==> src/rtl/sipo_frame_rx_pkg.sv <==
// sipo_pkg: shared types and line-level constants for the serial frame receiver.
//   rx_state_t : receiver FSM state encoding
//   START_BIT  : line level that opens a frame
//   STOP_BIT   : line level that must close a good frame
package sipo_pkg;

   typedef enum logic [1:0] {
      IDLE = 2'd0,
      DATA = 2'd1,
      STOP = 2'd2
   } rx_state_t;

   localparam logic START_BIT = 1'b0;
   localparam logic STOP_BIT  = 1'b1;

endpackage

==> src/rtl/sipo_frame_rx_if.sv <==
// sipo_frame_rx_if: serial input side plus parallel valid/ready output side.
//   bit_en, data_in : serial bit strobe and bit value
//   out_ready       : consumer accepts the word when out_valid & out_ready
//   data_out        : assembled word, stable while out_valid
//   out_valid       : word pending
//   frame_err       : one-cycle pulse, stop bit sampled low
//   overrun         : one-cycle pulse, good frame dropped because a word was pending
// master drives the serial side and consumes the word; slave is the receiver.
interface sipo_frame_rx_if #(
   parameter int DATA_W = 8
);
   logic              bit_en;
   logic              data_in;
   logic              out_ready;
   logic [DATA_W-1:0] data_out;
   logic              out_valid;
   logic              frame_err;
   logic              overrun;

   modport master (
      output bit_en, data_in, out_ready,
      input  data_out, out_valid, frame_err, overrun
   );

   modport slave (
      input  bit_en, data_in, out_ready,
      output data_out, out_valid, frame_err, overrun
   );
endinterface

==> src/rtl/sipo_frame_rx_shift_reg.sv <==
// sipo_shift_reg: generic serial-in shift register.
//   clk, reset : clock, asynchronous active-high reset (clears q)
//   shift_en   : shift data_in in on this cycle
//   data_in    : serial bit
//   q          : register contents
// LSB_FIRST=1 shifts right and inserts at the MSB, so the first bit ends at q[0];
// LSB_FIRST=0 shifts left and inserts at the LSB, so the first bit ends at the MSB.
module sipo_shift_reg #(
   parameter int DATA_W    = 8,
   parameter bit LSB_FIRST = 1'b1
) (
   input  logic              clk,
   input  logic              reset,
   input  logic              shift_en,
   input  logic              data_in,
   output logic [DATA_W-1:0] q
);

   logic [DATA_W-1:0] q_q;
   logic [DATA_W-1:0] q_d;
   logic [DATA_W-1:0] shifted;

   generate
      if (DATA_W == 1) begin : g_single
         assign shifted = data_in;
      end else if (LSB_FIRST) begin : g_lsb_first
         assign shifted = {data_in, q_q[DATA_W-1:1]};
      end else begin : g_msb_first
         assign shifted = {q_q[DATA_W-2:0], data_in};
      end
   endgenerate

   always_comb begin
      q_d = q_q;
      if (shift_en) q_d = shifted;
   end

   always_ff @(posedge clk or posedge reset) begin
      if (reset) q_q <= '0;
      else       q_q <= q_d;
   end

   assign q = q_q;

endmodule

==> src/rtl/sipo_frame_rx.sv <==
// sipo_frame_rx: serial frame receiver (start 0, DATA_W data bits, stop 1) with a
// valid/ready parallel output, framing-error and overrun pulses.
//   clk, reset : clock, asynchronous active-high reset (back to IDLE, outputs 0)
//   rx         : slave side of sipo_frame_rx_if (DATA_W must match)
//
// state | meaning
// IDLE  | line idle, waiting for a start bit on bit_en
// DATA  | shifting in data bits, cnt_q = bits received so far
// STOP  | all data bits in, next bit_en samples the stop bit
module sipo_frame_rx
   import sipo_pkg::*;
#(
   parameter int DATA_W    = 8,
   parameter bit LSB_FIRST = 1'b1
) (
   input  logic            clk,
   input  logic            reset,
   sipo_frame_rx_if.slave  rx
);

   localparam int               CNT_W    = $clog2(DATA_W + 1);
   localparam logic [CNT_W-1:0] LAST_IDX = CNT_W'(DATA_W - 1);

   rx_state_t         state_q, state_d;
   logic [CNT_W-1:0]  cnt_q, cnt_d;
   logic [DATA_W-1:0] data_out_q, data_out_d;
   logic              out_valid_q, out_valid_d;
   logic              frame_err_q, frame_err_d;
   logic              overrun_q, overrun_d;
   logic [DATA_W-1:0] shift_q;
   logic              shift_en;

   assign shift_en = rx.bit_en && (state_q == DATA);

   sipo_shift_reg #(
      .DATA_W    (DATA_W),
      .LSB_FIRST (LSB_FIRST)
   ) u_shift_reg (
      .clk      (clk),
      .reset    (reset),
      .shift_en (shift_en),
      .data_in  (rx.data_in),
      .q        (shift_q)
   );

   always_comb begin
      state_d     = state_q;
      cnt_d       = cnt_q;
      data_out_d  = data_out_q;
      // A pending word is consumed on any accept cycle; a load below overrides.
      out_valid_d = out_valid_q && !rx.out_ready;
      frame_err_d = 1'b0;
      overrun_d   = 1'b0;
      if (rx.bit_en) begin
         case (state_q)
            IDLE: begin
               if (rx.data_in == START_BIT) begin
                  state_d = DATA;
                  cnt_d   = '0;
               end
            end
            DATA: begin
               cnt_d = cnt_q + 1'b1;
               if (cnt_q == LAST_IDX) state_d = STOP;
            end
            STOP: begin
               state_d = IDLE;
               if (rx.data_in == STOP_BIT) begin
                  if (!out_valid_q || rx.out_ready) begin
                     data_out_d  = shift_q;
                     out_valid_d = 1'b1;
                  end else begin
                     overrun_d = 1'b1;
                  end
               end else begin
                  frame_err_d = 1'b1;
               end
            end
            default: state_d = IDLE;
         endcase
      end
   end

   always_ff @(posedge clk or posedge reset) begin
      if (reset) begin
         state_q     <= IDLE;
         cnt_q       <= '0;
         data_out_q  <= '0;
         out_valid_q <= 1'b0;
         frame_err_q <= 1'b0;
         overrun_q   <= 1'b0;
      end else begin
         state_q     <= state_d;
         cnt_q       <= cnt_d;
         data_out_q  <= data_out_d;
         out_valid_q <= out_valid_d;
         frame_err_q <= frame_err_d;
         overrun_q   <= overrun_d;
      end
   end

   assign rx.data_out  = data_out_q;
   assign rx.out_valid = out_valid_q;
   assign rx.frame_err = frame_err_q;
   assign rx.overrun   = overrun_q;

endmodule
==> src/flat_wrapper.sv <==
// flat-port wrapper written by rule: the top's interface ports become plain ports
module sipo_frame_rx_flat import sipo_pkg::*;
#(
   parameter int DATA_W    = 8,
   parameter bit LSB_FIRST = 1'b1
)
  (clk, reset, rx_bit_en, rx_data_in, rx_out_ready, rx_data_out, rx_out_valid, rx_frame_err, rx_overrun);
  sipo_frame_rx_if #(.DATA_W(DATA_W)) rx_i ();
  input  logic clk;
  input  logic reset;
  input wire logic [$bits(rx_i.bit_en)-1:0] rx_bit_en;
  input wire logic [$bits(rx_i.data_in)-1:0] rx_data_in;
  input wire logic [$bits(rx_i.out_ready)-1:0] rx_out_ready;
  output wire logic [$bits(rx_i.data_out)-1:0] rx_data_out;
  output wire logic [$bits(rx_i.out_valid)-1:0] rx_out_valid;
  output wire logic [$bits(rx_i.frame_err)-1:0] rx_frame_err;
  output wire logic [$bits(rx_i.overrun)-1:0] rx_overrun;
  assign rx_i.bit_en = rx_bit_en;
  assign rx_i.data_in = rx_data_in;
  assign rx_i.out_ready = rx_out_ready;
  assign rx_data_out = rx_i.data_out;
  assign rx_out_valid = rx_i.out_valid;
  assign rx_frame_err = rx_i.frame_err;
  assign rx_overrun = rx_i.overrun;
  sipo_frame_rx #(.DATA_W(DATA_W), .LSB_FIRST(LSB_FIRST)) u_core (.clk(clk), .reset(reset), .rx(rx_i));
endmodule
==> config.mk <==
export PLATFORM = sky130hd
export DESIGN_NAME = sipo_frame_rx_flat
export DESIGN_NICKNAME = d
export VERILOG_FILES = /design/src/rtl/sipo_frame_rx_pkg.sv /design/src/rtl/sipo_frame_rx_if.sv /design/src/rtl/sipo_frame_rx_shift_reg.sv /design/src/rtl/sipo_frame_rx.sv /design/src/flat_wrapper.sv
export SDC_FILE = /design/constraint.sdc
export NUM_CORES = 1
export LEC_CHECK = 0
export CORE_MARGIN = 2
export CORE_UTILIZATION = 56
export CTS_CLUSTER_DIAMETER = 60
export DETAILED_ROUTE_END_ITERATION = 10
export GPL_ROUTABILITY_DRIVEN = 0
export PLACE_DENSITY = 0.82
export SYNTH_ARGS = -nofsm -noshare
export SYNTH_HDL_FRONTEND = slang
export SYNTH_SLANG_ARGS = --single-unit
export TNS_END_PERCENT = 5
==> constraint.sdc <==
create_clock -name clk -period 4.7 [get_ports clk]
set_clock_uncertainty 0.2 [all_clocks]
set_input_delay 0.94 -clock clk [delete_from_list [all_inputs] [get_ports clk]]
set_output_delay 0.94 -clock clk [all_outputs]
set_load 0.01 [all_outputs]
Yosys cells after proc, flatten, opt, wreduce, memory -nomap -nowiden
Cells that the tools add are included.
{"block": "totals", "out_inout_bits": 11, "word_cells": 39, "in_bits": 5, "reg_bits": 25}
{"block": "op_classes", "n_eq_ne": 5, "mux": 16, "n_reduce_logical": 10, "add_sub_neg": 1}
{"op": "$mux W1", "count": 11}
{"op": "$pmux W4 S2", "count": 1}
{"op": "$reduce_and A3 Y1", "count": 2}
{"op": "$add A4 B1 Y4 const B", "count": 1}
{"op": "$eq A4 B3 Y1 const B", "count": 1}
{"op": "$mux W2", "count": 2}
{"op": "$mux W4", "count": 1}
{"op": "$ne A2 B2 Y1 const B", "count": 2}
{"op": "$pmux W2 S2", "count": 1}
{"op": "$reduce_and A4 Y1", "count": 1}
{"op": "$eq A2 B1 Y1 const B", "count": 1}
{"op": "$eq A2 B2 Y1 const B", "count": 1}
{"op": "$logic_and A1 B1 Y1", "count": 2}
{"op": "$logic_not A1 Y1", "count": 2}
{"op": "$logic_not A2 Y1", "count": 1}
{"op": "$reduce_bool A2 Y1", "count": 1}
{"op": "$logic_or A1 B1 Y1", "count": 1}

Depth between registers and ports, before layout
Gate-level depths: netlist (run 1).
{"block": "logic_depth", "ltp_word": 6, "mapped_depth": 5, "depth_no_buf": 4}

Modules after synthesis
Synthesis (run 1) repeated with hierarchy kept, for this count alone.
{"block": "hier_totals", "hier_cells": 75, "area_unflattened_um2": 1106.1}
{"mod": "sipo_frame_rx", "cells_per_inst": 57, "area_each_um2": 770.7, "seq_area_each_um2": 425.4, "instances": 1}
{"mod": "sipo_shift_reg", "cells_per_inst": 18, "area_each_um2": 335.3, "seq_area_each_um2": 200.2, "instances": 1}

Worst setup path before layout (run 1)
OpenSTA, ideal clock, no wires.
{"block": "synth_path", "kind": "input port to flip-flop", "from": "input port rx_out_ready", "to": "register u_core.data_out_q[0] (netlist: u_core.rx.data_out[0])", "path_slack_ns": 2.727, "t_arrival_ns": 1.649, "cell_stages": 4, "n_path_buf": 1, "setup_ns": 0.125, "path_cell_list": "nand2b_1 > nor2b_1 > buf_4 > mux2_2"}
{"block": "synth_via", "elab_chain_len": 2}
{"element": "start: declaration", "line_no": "flat_wrapper.sv:13", "source": "input wire logic [$bits(rx_i.out_ready)-1:0] rx_out_ready;"}
{"element": "$logic_or A1 B1 Y1", "line_no": "sipo_frame_rx.sv:69", "source": "if (!out_valid_q || rx.out_ready) begin"}
{"element": "$reduce_and A4 Y1 (no line)"}
{"element": "end signal: assignment", "line_no": "sipo_frame_rx.sv:95", "source": "data_out_q <= data_out_d;"}
{"element": "end: declaration", "line_no": "sipo_frame_rx.sv:26", "source": "logic [DATA_W-1:0] data_out_q, data_out_d;"}
Every way passes these cells.
A chain may end at the register's enable or synchronous reset.

Final worst setup path (run 1)
{"block": "layout_path", "from": "input port rx_data_in", "to": "register u_core.data_out_q[7] (netlist: u_core.rx.data_out[7])"}
{"block": "layout_via", "elab_chain_len": 1}
{"element": "start: declaration", "line_no": "flat_wrapper.sv:12", "source": "input wire logic [$bits(rx_i.data_in)-1:0] rx_data_in;"}
{"element": "$reduce_and A4 Y1 (no line)"}
Every way passes these cells.

==> impl_metrics.json, run 1 <==
{
  "grt-ovfl-total": 0,
  "hp-class": "reg2reg",
  "wirelength_um": 1620,
  "totalPowerFinal_mw": 0.717,
  "clock_sinks": 25,
  "die_w_um": 48.2,
  "drt_pass1_iterations": 4,
  "path_class": "in2reg",
  "h-tree-depth": 1,
  "fmax_mhz": 374,
  "syn_nets": 82,
  "synth_top_area_share_pct": 57.3,
  "port-buffer-count": 15,
  "nets": 99,
  "drive_gt1_share_pct": 23.9,
  "ir_drop_uv": 315,
  "p_switching_mw": 0.218,
  "synthesis.area_mm2": 0.00109,
  "rsz0062_at_grt": "no",
  "drv_cap": 0,
  "outcome": "completed",
  "cts_hold_buf": 0,
  "worst_setup_path_start_kind": "input port",
  "drt_iter0_drc": 12,
  "clk_pin_slew_ns": 0.12,
  "io_pins": 16,
  "diodes": 0,
  "max-slew-margin-rel_pct": 40.1,
  "tightestPinTransition_ns": 0.898,
  "end_kind": "flip-flop",
  "worstHoldStart": "u_core.rx.data_out[4]",
  "synth-adder-area-share_pct": 1.15,
  "finalInstanceArea_mm2": 0.00126,
  "seqPwrFrac_pct": 52.2,
  "first_global_vias": 599,
  "syn_avg_cell_area_um2": 14.4,
  "synth-main-ff-cell": "dfrtp_1",
  "synth_common_cells": "dfrtp_1 (25), mux2_2 (10), mux2_4 (6)",
  "vias": 629,
  "muxShareOfSynthArea_pct": 18.6,
  "synth_warnings": 0,
  "viasPerCell": 5.38,
  "fp.dieArea_mm2": 0.00232,
  "swShare_pct": 30.4,
  "grt_use_total_pct": 17.0,
  "dp_hpwl_um": 1130,
  "async_flop_share_pct": 100,
  "cts_root_buf": "clkbuf_4",
  "power.share.clock_pct": 12.7,
  "fillCellCount": 126,
  "yosys.area.top_type": "dfrtp_1",
  "finalSetupTns_ns": 0,
  "grt_pass1_wl_um": 2680,
  "antenna_left": 0,
  "antenna_found_initial": 0,
  "cts_resized": 0,
  "clkLatencyLatePin_ns": 0.30,
  "postCtsSetupRepairBufs": 0,
  "leakage_nw": 0.587,
  "cellPowerDensity_mw_per_mm2": 568,
  "synthSimpleGateAreaFrac_pct": 11.1,
  "syn_to_final_growth_pct": 15.5,
  "yosysMostFrequentCell": "dfrtp_1",
  "crit_start": "rx_data_in",
  "fin_util_pct": 70.7,
  "synth_compound_area_share_pct": 7.33,
  "synth_cells": 76,
  "cts_buffers": 3,
  "synth-seq-area-share_pct": 57.3,
  "path_max_fanout": 8,
  "setup_ws_ns": 2.03,
  "synth_top_family_by_area": "multiplexers",
  "hold_viol": 0,
  "synth_area_leaders": "dfrtp_1 (57%), mux2_2 (10%), mux2_4 (8.2%)",
  "r2r_slack_ns": 2.70,
  "cts.path.max_buffers": 2,
  "drc_errors": 0,
  "start_util_pct": 61.3,
  "die_y_um": 48.2,
  "fin_crit_ns": 2.67,
  "ys_ff_latch": 25,
  "ys_types": 26,
  "r2r_start": "u_core.state_q[0]",
  "cts_tree": "done",
  "synth_edf_count": 0,
  "timing.final.crit_share_pct": 56.8,
  "cp.required_ns": 4.71,
  "wl_per_cell_um": 13.8,
  "cp.arrival_ns": 2.68,
  "slew_violations": 0,
  "setup_violations": 0,
  "synthXorXnorAreaFrac_pct": 0,
  "p_int_mw": 0.499,
  "std_cell_rows": 15,
  "combPwrFrac_pct": 35.1,
  "place_ws_ns": 1.69,
  "place_area_mm2": 0.00123,
  "grt_max_degree": 26,
  "coreArea_mm2": 0.00178
}
## path summary, 6_finish.rpt
check                                              to  cells after the start
worst max-delay path            u_core.rx.data_out[7]                      4
worst min-delay path            u_core.rx.data_out[4]                      1
worst max register to register  u_core.rx.data_out[7]                      3
worst min register to register  u_core.rx.data_out[4]                      1
max in group asynchronous       u_core.rx.data_out[1]                      2
min in group asynchronous           u_core.state_q[0]                      2
## critical path, cell delays in order
cell and delay (ns):
clkdlybuf4s50_1 0.61, nand4b_4 0.14, nor2b_1 0.57, mux2_2 0.41
## cell families after synthesis
family | after synthesis
DFF | 25
adders and majority gates | 1
AOI/OAI and AO/OA | 11
muxes | 16
buffers and inverters | 6
and+or+nand+nor | 17
## cell type report
class | count | area (um2) | area share [%]
clock buffers | 4 | 26.3 | 2.08
inverters | 3 | 11.3 | 0.893
multi-input cells | 45 | 417 | 33.0
flip-flops and latches | 25 | 626 | 49.6
well taps | 25 | 31.3 | 2.48
repair buffers | 15 | 150 | 11.9
## metal layers
metal  track usage (%)  wire length [um]  vias to the layer above
li1                  -                 -                      303
met1              25.2               813                      303
met2              24.5               717                       21
met3              3.33                80                        2
met4              7.03                 6                        0
met5                 0                 0                        -
## flip-flops by register name, summed over array words and instances, names as in the netlist
| signal | cells |
|---|---|
| u_core.rx.overrun | 1 |
| u_core.state_q | 2 |
| u_core.rx.out_valid | 1 |
| u_core.cnt_q | 4 |
| u_core.rx.frame_err | 1 |
| u_core.rx.data_out | 8 |
| u_core.u_shift_reg.q | 8 |
## power groups by stage
stage	combinational [mW]	clock, mW	sequential [mW]
2_1_floorplan	0.191	0	0.365
3_3_place_gp	0.248	0	0.374
3_5_place_dp	0.253	0	0.377
4_1_cts	0.255	0.0953	0.373
5_1_grt	0.275	0.102	0.387
6_report	0.252	0.0909	0.374
## layout by cell type (no fill, tap or decap), drive strengths merged
cell	instances
ha	1
clkdlybuf4s50	15
clkbuf	4
nand3	1
o21a	1
o21ai	4
inv	3
nor4b	1
a31oi	1
nand2b	3
a21oi	1
mux2	16
a21o	1
nand4b	1
or2b	1
nand2	3
dfrtp	25
nor2	2
nor3	1
and3b	2
a22o	2
a41oi	1
nor2b	2
## through the flow
stage | hold WS (ns) | cells
global route | 0.341 | 117
global placement | 0.294 | 113
CTS | 0.327 | 117
detailed placement | 0.299 | 113
floorplan | 0.263 | 76
finish | 0.323 | 117
Note: power is estimated with default switching activity, not from simulation.
==> run 2: changes to the inputs <==
--- a/config.mk
+++ b/config.mk
@@ -6,11 +6,11 @@
 export NUM_CORES = 1
 export LEC_CHECK = 0
 export CORE_MARGIN = 2
-export CORE_UTILIZATION = 56
+export CORE_UTILIZATION = 52
 export CTS_CLUSTER_DIAMETER = 60
 export DETAILED_ROUTE_END_ITERATION = 10
 export GPL_ROUTABILITY_DRIVEN = 0
-export PLACE_DENSITY = 0.82
+export PLACE_DENSITY = 0.77
 export SYNTH_ARGS = -nofsm -noshare
 export SYNTH_HDL_FRONTEND = slang
 export SYNTH_SLANG_ARGS = --single-unit
==> constraint.sdc (replaced) <==
create_clock -name clk -period 2.5 [get_ports clk]
set_clock_uncertainty 0.2 [all_clocks]
set_input_delay 0.5 -clock clk [delete_from_list [all_inputs] [get_ports clk]]
set_output_delay 0.5 -clock clk [all_outputs]
set_load 0.01 [all_outputs]
==> run 2 against run 1 <==
Against the previous run: worst setup slack lost 1.5 ns; power grew 90%; die area grew 7.0%; global-route usage shrank 0.090 points; non-clock buffer count grew 2; critical path type is now reg2out.
==> impl_metrics.json, run 2 (synthesis results as in run 1) <==
{
  "start_util_pct": 55.7,
  "p_switching_mw": 0.423,
  "cp.required_ns": 1.80,
  "cts_resized": 0,
  "grt_pass1_wl_um": 3080,
  "drt_iter0_drc": 10,
  "finalInstanceArea_mm2": 0.00128,
  "rsz0062_at_grt": "no",
  "cts.path.max_buffers": 2,
  "p_int_mw": 0.939,
  "postCtsSetupRepairBufs": 0,
  "swShare_pct": 31.1,
  "finalSetupTns_ns": 0,
  "slowest_stage": "clkdlybuf4s50_1",
  "cellPowerDensity_mw_per_mm2": 1060,
  "cts_buffers": 3,
  "crit_buf_inv": 1,
  "max_stage_delay_ns": 0.55,
  "power.share.clock_pct": 13.5,
  "std_cell_rows": 16,
  "grt_max_degree": 26,
  "tightestPinTransition_ns": 0.279,
  "vias": 654,
  "drt_pass1_iterations": 4,
  "slew_violations": 0,
  "final_common_cell": "dfrtp_1",
  "timing.final.crit_share_pct": 78.6,
  "hold_viol": 0,
  "drv_cap": 0,
  "fp.dieArea_mm2": 0.00248,
  "crit_chain": "clkdlybuf4s50_1",
  "die_y_um": 49.8,
  "cts_hold_buf": 0,
  "h-tree-depth": 1,
  "drc_errors": 0,
  "totalPowerFinal_mw": 1.36,
  "end_kind": "output pin",
  "antenna_left": 0,
  "hold_slack_ns": 0.297,
  "clk_pin_slew_ns": 0.13,
  "clock_sinks": 25,
  "die_w_um": 49.8,
  "crit_family": "buffers and inverters",
  "first_global_vias": 656,
  "multi_input_area_um2": 417,
  "worst_setup_path_start_kind": "flip-flop",
  "wirelength_um": 1650,
  "place_area_mm2": 0.00125,
  "seqPwrFrac_pct": 51.4,
  "combPwrFrac_pct": 35.1,
  "grt-ovfl-total": 0,
  "syn_to_final_growth_pct": 17.4,
  "viasPerCell": 5.40,
  "antenna_found_initial": 0,
  "final_cell_mix": "dfrtp_1 (25), clkdlybuf4s50_1 (15), mux2_2 (10)",
  "max-slew-margin-rel_pct": 81.2,
  "dp_hpwl_um": 1180,
  "diodes": 0,
  "drive_gt1_share_pct": 26.6,
  "setup_violations": 0,
  "cts_tree": "done",
  "path_max_fanout": 2,
  "io_pins": 16,
  "clkLatencyLatePin_ns": 0.32,
  "fmax_mhz": 509,
  "wl_per_cell_um": 13.6,
  "leakage_nw": 0.596,
  "path_class": "reg2out",
  "port-buffer-count": 15,
  "nets": 101,
  "fillCellCount": 161,
  "grt_use_total_pct": 16.9,
  "ir_drop_uv": 603,
  "fin_crit_ns": 1.96,
  "coreArea_mm2": 0.00196,
  "hp-class": "in2async",
  "cts_root_buf": "clkbuf_4",
  "cp.arrival_ns": 1.26,
  "outcome": "completed",
  "seq_area_um2": 626
}
## run 2: worst register-to-register path, cell delays in order, from the launching register on
cell and delay [ns]:
dfrtp_1 0.50, nand4b_4 0.22, nor2b_1 0.12, buf_4 0.17, mux2_2 0.35
## run 2: metrics by stage
step | std cells | util (%) | setup WS, ns
final | 121 | 65.4 | 0.536
after global routing | 121 | 65.4 | 0.493
after CTS | 121 | 65.4 | 0.545
after detailed placement | 117 | 63.8 | 0.276
after global placement | 117 | 63.8 | 0.290
after floorplan | 76 | - | 0.946
## run 2: worst paths after layout
| kind | startpoint | to | slack [ns] | depth (start not counted) |
|---|---|---|---|---|
| setup / recovery | u_core.rx.data_out[6] | rx_data_out[6] | 0.54 | 1 |
| hold / removal | reset | u_core.state_q[0] | 0.30 | 3 |
| setup reg to reg | u_core.state_q[0] | u_core.rx.data_out[6] | 0.84 | 4 |
| hold reg to reg | u_core.rx.data_out[4] | u_core.rx.data_out[4] | 0.32 | 1 |
| max in group asynchronous | reset | u_core.cnt_q[1] | 1.58 | 3 |
| min in group clk | u_core.rx.data_out[4] | u_core.rx.data_out[4] | 0.32 | 1 |
## run 2: area by class of cell
cell class,count,share of cell area [%]
timing repair buffer,17,12.9
clock buffer,3,1.76
sequential,25,48.8
tap,27,2.63
multi-input combinational,45,32.5
inverter,3,0.878
clock inverter,1,0.585
## run 2: layer usage
| layer | routed length (um) | global-route usage (%) |
|---|---|---|
| met4 | 40 | 9.72 |
| met5 | 0 | 0 |
| met1 | 776 | 25.4 |
| met2 | 747 | 22.9 |
| met3 | 86 | 2.73 |
## run 2: power groups by stage
stage	registers [mW]	clock network (mW)	logic, mW
after floorplan	0.687	0	0.358
after global placement	0.702	0	0.468
after detailed placement	0.708	0	0.481
after CTS	0.701	0.189	0.484
after global routing	0.732	0.207	0.526
final	0.700	0.184	0.478
